### src/rtl/bcd_scan_display.sv
// Two-digit multiplexed 7-segment display for a 0..99 count. Binary input is
// converted to BCD by a sequential shift-and-add-3 engine, one bit per clock.
module bcd_scan_display #(
    parameter int WIDTH         = 7,
    parameter int REFRESH_DIV   = 50,
    parameter int BLANK_LEADING = 1
) (
    input  logic             clk,
    input  logic             reset,
    input  logic [WIDTH-1:0] value,
    input  logic             load,
    output logic             busy,
    output logic [3:0]       bcd_tens,
    output logic [3:0]       bcd_ones,
    output logic [6:0]       seg,
    output logic [1:0]       dig
);

    localparam int CNT_W = $clog2(WIDTH + 1);
    localparam int REF_W = (REFRESH_DIV > 2) ? $clog2(REFRESH_DIV) : 1;
    localparam logic [WIDTH-1:0] MAX_VAL   = WIDTH'(99);
    localparam logic [REF_W-1:0] REF_LAST  = REF_W'(REFRESH_DIV - 1);

    typedef enum logic [1:0] {
        IDLE   = 2'd0,
        SHIFT  = 2'd1,
        COMMIT = 2'd2
    } state_t;

    state_t             state_r, state_s;
    logic [WIDTH-1:0]   bin_r, bin_s;
    logic [7:0]         scratch_r, scratch_s;
    logic [7:0]         adj_s;
    logic [CNT_W-1:0]   bitcnt_r, bitcnt_s;
    logic               busy_r, busy_s;
    logic [3:0]         tens_r, tens_s;
    logic [3:0]         ones_r, ones_s;
    logic [REF_W-1:0]   refresh_r;
    logic [1:0]         dig_r;

    // Double-dabble correction: a nibble of 5 or more would overflow past 9 once doubled.
    function automatic logic [7:0] add3(input logic [7:0] bcd);
        logic [7:0] res;
        res[3:0] = (bcd[3:0] >= 4'd5) ? (bcd[3:0] + 4'd3) : bcd[3:0];
        res[7:4] = (bcd[7:4] >= 4'd5) ? (bcd[7:4] + 4'd3) : bcd[7:4];
        return res;
    endfunction

    function automatic logic [6:0] seg_decode(input logic [3:0] d);
        logic [6:0] code;
        case (d)
            4'd0:    code = 7'h3F;
            4'd1:    code = 7'h06;
            4'd2:    code = 7'h5B;
            4'd3:    code = 7'h4F;
            4'd4:    code = 7'h66;
            4'd5:    code = 7'h6D;
            4'd6:    code = 7'h7D;
            4'd7:    code = 7'h07;
            4'd8:    code = 7'h7F;
            4'd9:    code = 7'h6F;
            default: code = 7'h00;
        endcase
        return code;
    endfunction

    // Conversion FSM next-state and datapath.
    always_comb begin
        state_s   = state_r;
        bin_s     = bin_r;
        scratch_s = scratch_r;
        bitcnt_s  = bitcnt_r;
        busy_s    = busy_r;
        tens_s    = tens_r;
        ones_s    = ones_r;
        adj_s     = scratch_r;
        case (state_r)
            IDLE: begin
                if (load) begin
                    bin_s     = (value > MAX_VAL) ? MAX_VAL : value;
                    scratch_s = 8'h00;
                    bitcnt_s  = CNT_W'(WIDTH);
                    busy_s    = 1'b1;
                    state_s   = SHIFT;
                end else begin
                    state_s   = IDLE;
                end
            end
            SHIFT: begin
                adj_s              = add3(scratch_r);
                {scratch_s, bin_s} = {adj_s, bin_r} << 1;
                bitcnt_s           = bitcnt_r - CNT_W'(1);
                if (bitcnt_r == CNT_W'(1)) begin
                    state_s = COMMIT;
                end else begin
                    state_s = SHIFT;
                end
            end
            COMMIT: begin
                tens_s  = scratch_r[7:4];
                ones_s  = scratch_r[3:0];
                busy_s  = 1'b0;
                state_s = IDLE;
            end
            default: begin
                busy_s  = 1'b0;
                state_s = IDLE;
            end
        endcase
    end

    // Conversion state and displayed-digit registers.
    always_ff @(posedge clk or negedge reset) begin
        if (!reset) begin
            state_r   <= IDLE;
            bin_r     <= '0;
            scratch_r <= 8'h00;
            bitcnt_r  <= '0;
            busy_r    <= 1'b0;
            tens_r    <= 4'd0;
            ones_r    <= 4'd0;
        end else begin
            state_r   <= state_s;
            bin_r     <= bin_s;
            scratch_r <= scratch_s;
            bitcnt_r  <= bitcnt_s;
            busy_r    <= busy_s;
            tens_r    <= tens_s;
            ones_r    <= ones_s;
        end
    end

    // Free-running scan divider; dig only ever swaps between the two one-hot codes.
    always_ff @(posedge clk or negedge reset) begin
        if (!reset) begin
            refresh_r <= '0;
            dig_r     <= 2'b01;
        end else if (refresh_r == REF_LAST) begin
            refresh_r <= '0;
            dig_r     <= {dig_r[0], dig_r[1]};
        end else begin
            refresh_r <= refresh_r + REF_W'(1);
            dig_r     <= dig_r;
        end
    end

    // Segment mux with optional leading-zero blanking on the tens digit.
    always_comb begin
        seg = 7'h00;
        if (dig_r == 2'b10) begin
            if ((BLANK_LEADING != 0) && (tens_r == 4'd0)) begin
                seg = 7'h00;
            end else begin
                seg = seg_decode(tens_r);
            end
        end else begin
            seg = seg_decode(ones_r);
        end
    end

    assign busy     = busy_r;
    assign bcd_tens = tens_r;
    assign bcd_ones = ones_r;
    assign dig      = dig_r;

endmodule

### config.mk
export PLATFORM = sky130hd
export DESIGN_NAME = bcd_scan_display
export DESIGN_NICKNAME = d
export VERILOG_FILES = /design/src/rtl/bcd_scan_display.sv
export SDC_FILE = /design/constraint.sdc
export NUM_CORES = 1
export LEC_CHECK = 0
export CAP_MARGIN = 20
export CORE_MARGIN = 1
export CORE_UTILIZATION = 45
export DETAILED_ROUTE_END_ITERATION = 6
export DONT_BUFFER_PORTS = 1
export GPL_TIMING_DRIVEN = 0
export PLACE_DENSITY = 0.68
export SYNTH_ARGS = -nofsm -noshare
export SYNTH_HDL_FRONTEND = slang
export SYNTH_SLANG_ARGS = --single-unit
### constraint.sdc
create_clock -name clk -period 1.75 [get_ports clk]
set_input_delay 0.175 -clock clk [delete_from_list [all_inputs] [get_ports clk]]
set_output_delay 0.175 -clock clk [all_outputs]
set_load 0.01 [all_outputs]
==> metrics <==
worst path required time=1570 ps; share of layout cells above drive strength 1=24.5%; Mapped Area=2150 um^2; routed len/inst=14.2 um; clk slew on worst S/H paths=70 ps; EDFF count, synth=0; Reg power frac=36.3%; HP Start=value[1]; Global Route Usage Sum=18.4%; switching share of total power=40.9%; antenna violations before repair=0; dominant synthesized flop cell=dfrtp_1; die area=5060 um^2; Crit. End Element=output port; first-pass GRT wire length=7.13 mm; CTS HTree Levels=2; Max Clock Freq=562 MHz; Die X=71.1 um; Layout Skew=8.30 ps; Post-DRT Antenna Nets=0; leakage=1.12 nW; R2R depth=6; clk buf depth=2; final wirelength=4.23 mm; largest net degree at the start of global routing=38; post-DP HPWL=2.90 mm; Distinct cells, synth=45; R2R setup slack=270 ps; setup violators final=4; DRC viols=8; Clk Tree Root Cell=clkbuf_8; Async S/R FF share, synth=100%; placed instance area=2210 um^2; worst hold stages=2; maxcap violations=0; fin. max-slew vios=0; Iteration-0 DRC Markers=71; IO buf count=0; Die Span Y=71.1 um; I/O Pins=28; Net Count, Synth=258; cell count after synthesis=229; drt pass-1 iters=6; # nets final=273; Startpoint Class=register; most frequent cells in the layout=dfrtp_1, nand2_1, ha_1; Worst Path Arrival=1610 ps; Net Sw Power=1.58 mW; post-route cell area=2540 um^2; Int Power=2.28 mW; Final Hold Viols=0; critical path class=register to output port; sequential share of the synthesized area=43.1%; fin crit share=102%; RSZ-0062 raised after global routing=yes; pwr dens=1510 nW/um^2; post-synthesis register bit count=37; Layout area overhead=18.3%; outcome=finished with violations; part of the power in the clock network=15.9%; maximum fanout along the worst path=9; total gr overflow=0; failing checks=DRC, setup timing; Worst R2R End=dig[1]$_DFFE_PN0N_; CTS Buf Count=5; Worst VDD drop=0.722 mV; Via density=5.60; worst setup margin=-30.4 ps; hold slack=35.8 ps; starting density of the core=48.0%; Final Critical Period=1780 ps; Mean Syn Cell Area=9.39 um^2; hold path endpoint=bin_r[1]$_DFFE_PN0P_; worst skew pair latency=290 ps; vias after detailed routing=1663; CTS tree=built; Comb power frac=47.8%; Tightest Pin Transition=370 ps; FP Rows=24; hold crit path type=input port to register; core area=4470 um^2; vias in the first global route=1591; antenna cells=0; relative slew slack=75.1%; # clock sinks=37; Ys Warns=0; routability cong.=0.800; commonest non-fill, non-tap cell in the layout=dfrtp_1; Critical R2R Launch=refresh_r[1]$_DFF_PN0_
==> registers in the layout (all words and copies together), names as in the netlist <==
signal,count
bcd_ones,4
bitcnt_r,3
bin_r,7
dig,2
scratch_r,8
state_r,2
busy,1
bcd_tens,4
refresh_r,6
==> routing by layer <==
metal	part of all wire [%]	vias to the layer above	global-route usage, %
li1	-	828	-
met1	46	787	22.5
met2	48	42	30.7
met3	4.8	6	5.27
met4	1.4	0	7.33
met5	0	-	0
==> worst max-delay path: stages, from the launching register on <==
cell,delay (ps)
dfrtp_1,420
buf_4,190
nor2_1,110
and2_1,180
o21bai_2,90
buf_6,150
o22ai_4,180
==> cell type report <==
| cell class | count | area, um^2 |
|---|---|---|
| fillers | 402 | 1930 |
| multi-input cells | 166 | 1240 |
| flip-flops and latches | 37 | 932 |
| repair buffers | 9 | 91.3 |
| clock buffers | 7 | 86.3 |
| inverters | 17 | 66.3 |
| well taps | 52 | 65.1 |
| plain buffers | 8 | 51.3 |
| clock inverters | 1 | 7.51 |
==> how the worst max path moves through the flow <==
stage | start | to | slack, ps | cells past startpoint
after floorplan | bcd_tens[0]$_DFFE_PN0N_ | seg[0] | 270 | 6
after global placement | bcd_tens[0]$_DFFE_PN0N_ | seg[0] | 110 | 6
after detailed placement | bcd_tens[0]$_DFFE_PN0N_ | seg[4] | 110 | 6
after CTS | bcd_tens[1]$_DFFE_PN0N_ | seg[0] | -50 | 7
after global routing | bcd_tens[1]$_DFFE_PN0N_ | seg[3] | -100 | 7
final | bcd_tens[2]$_DFFE_PN0N_ | seg[0] | -30 | 6
==> per-stage QoR <==
step           instances  util, %  total power [mW]  setup slack (ps)  setup TNS, ps
4_1_cts              294     55.4              3.77             -46.7           -198
6_report             297     56.8              3.85             -30.4          -57.4
3_5_place_dp         281     49.5              2.87               106              0
2_1_floorplan        229        -              2.56               274              0
5_1_grt              297     56.8              4.18              -103           -548
3_3_place_gp         281     49.5              2.83               110              0
==> cells in the mapped netlist (2+ instances only) <==
master / n / area, um^2
a211oi_1: 2 / 15.0
a21oi_1: 12 / 60.1
a21oi_2: 2 / 17.5
a22oi_1: 2 / 15.0
a31oi_1: 6 / 37.5
a32o_1: 2 / 20.0
and2_1: 8 / 50.1
buf_2: 6 / 30.0
dfrtp_1: 36 / 901
ha_1: 19 / 238
inv_1: 15 / 56.3
inv_2: 2 / 7.51
mux2_1: 3 / 33.8
nand2_1: 21 / 78.8
nand2b_1: 8 / 50.1
nand3_1: 5 / 25.0
nor2_1: 15 / 56.3
nor2_2: 2 / 12.5
nor2b_1: 2 / 12.5
nor3b_1: 2 / 15.0
o21ai_0: 7 / 35.0
o21ai_1: 19 / 95.1
o22ai_1: 5 / 31.3
o311ai_1: 2 / 17.5
o31ai_1: 2 / 15.0
xnor2_1: 4 / 35.0
xor2_1: 2 / 17.5
==> logic make-up after synthesis <==
logic type                 count (synthesis)  synth area share, %
DFF                                       37                 43.1
muxes                                      3                 1.57
adders and majority gates                 19                 11.1
buffers and inverters                     26                 5.41
AOI/OAI and AO/OA                         68                 19.8
and+or+nand+nor                           70                 16.6
xor gates and xnor gates                   6                 2.44
==> power by group through the flow <==
stage | clock [mW] | combinational (mW) | sequential [mW]
after floorplan | 0 | 1.23 | 1.33
after global placement | 0 | 1.44 | 1.39
after detailed placement | 0 | 1.47 | 1.40
after CTS | 0.633 | 1.74 | 1.40
after global routing | 0.674 | 2.07 | 1.44
final | 0.612 | 1.84 | 1.40
==> what timing repair did <==
| item | in CTS | in global routing |
|---|---|---|
| hold buffers | 2 | 0 |
| resized for setup | 32 | 9 |
| endpoints found under the setup margin | 7 | 7 |
| endpoints found under the hold margin | 37 | 0 |
| buffers inserted | 4 | 3 |
| pin swaps | 9 | 3 |
(Power assumes the default switching activity.)
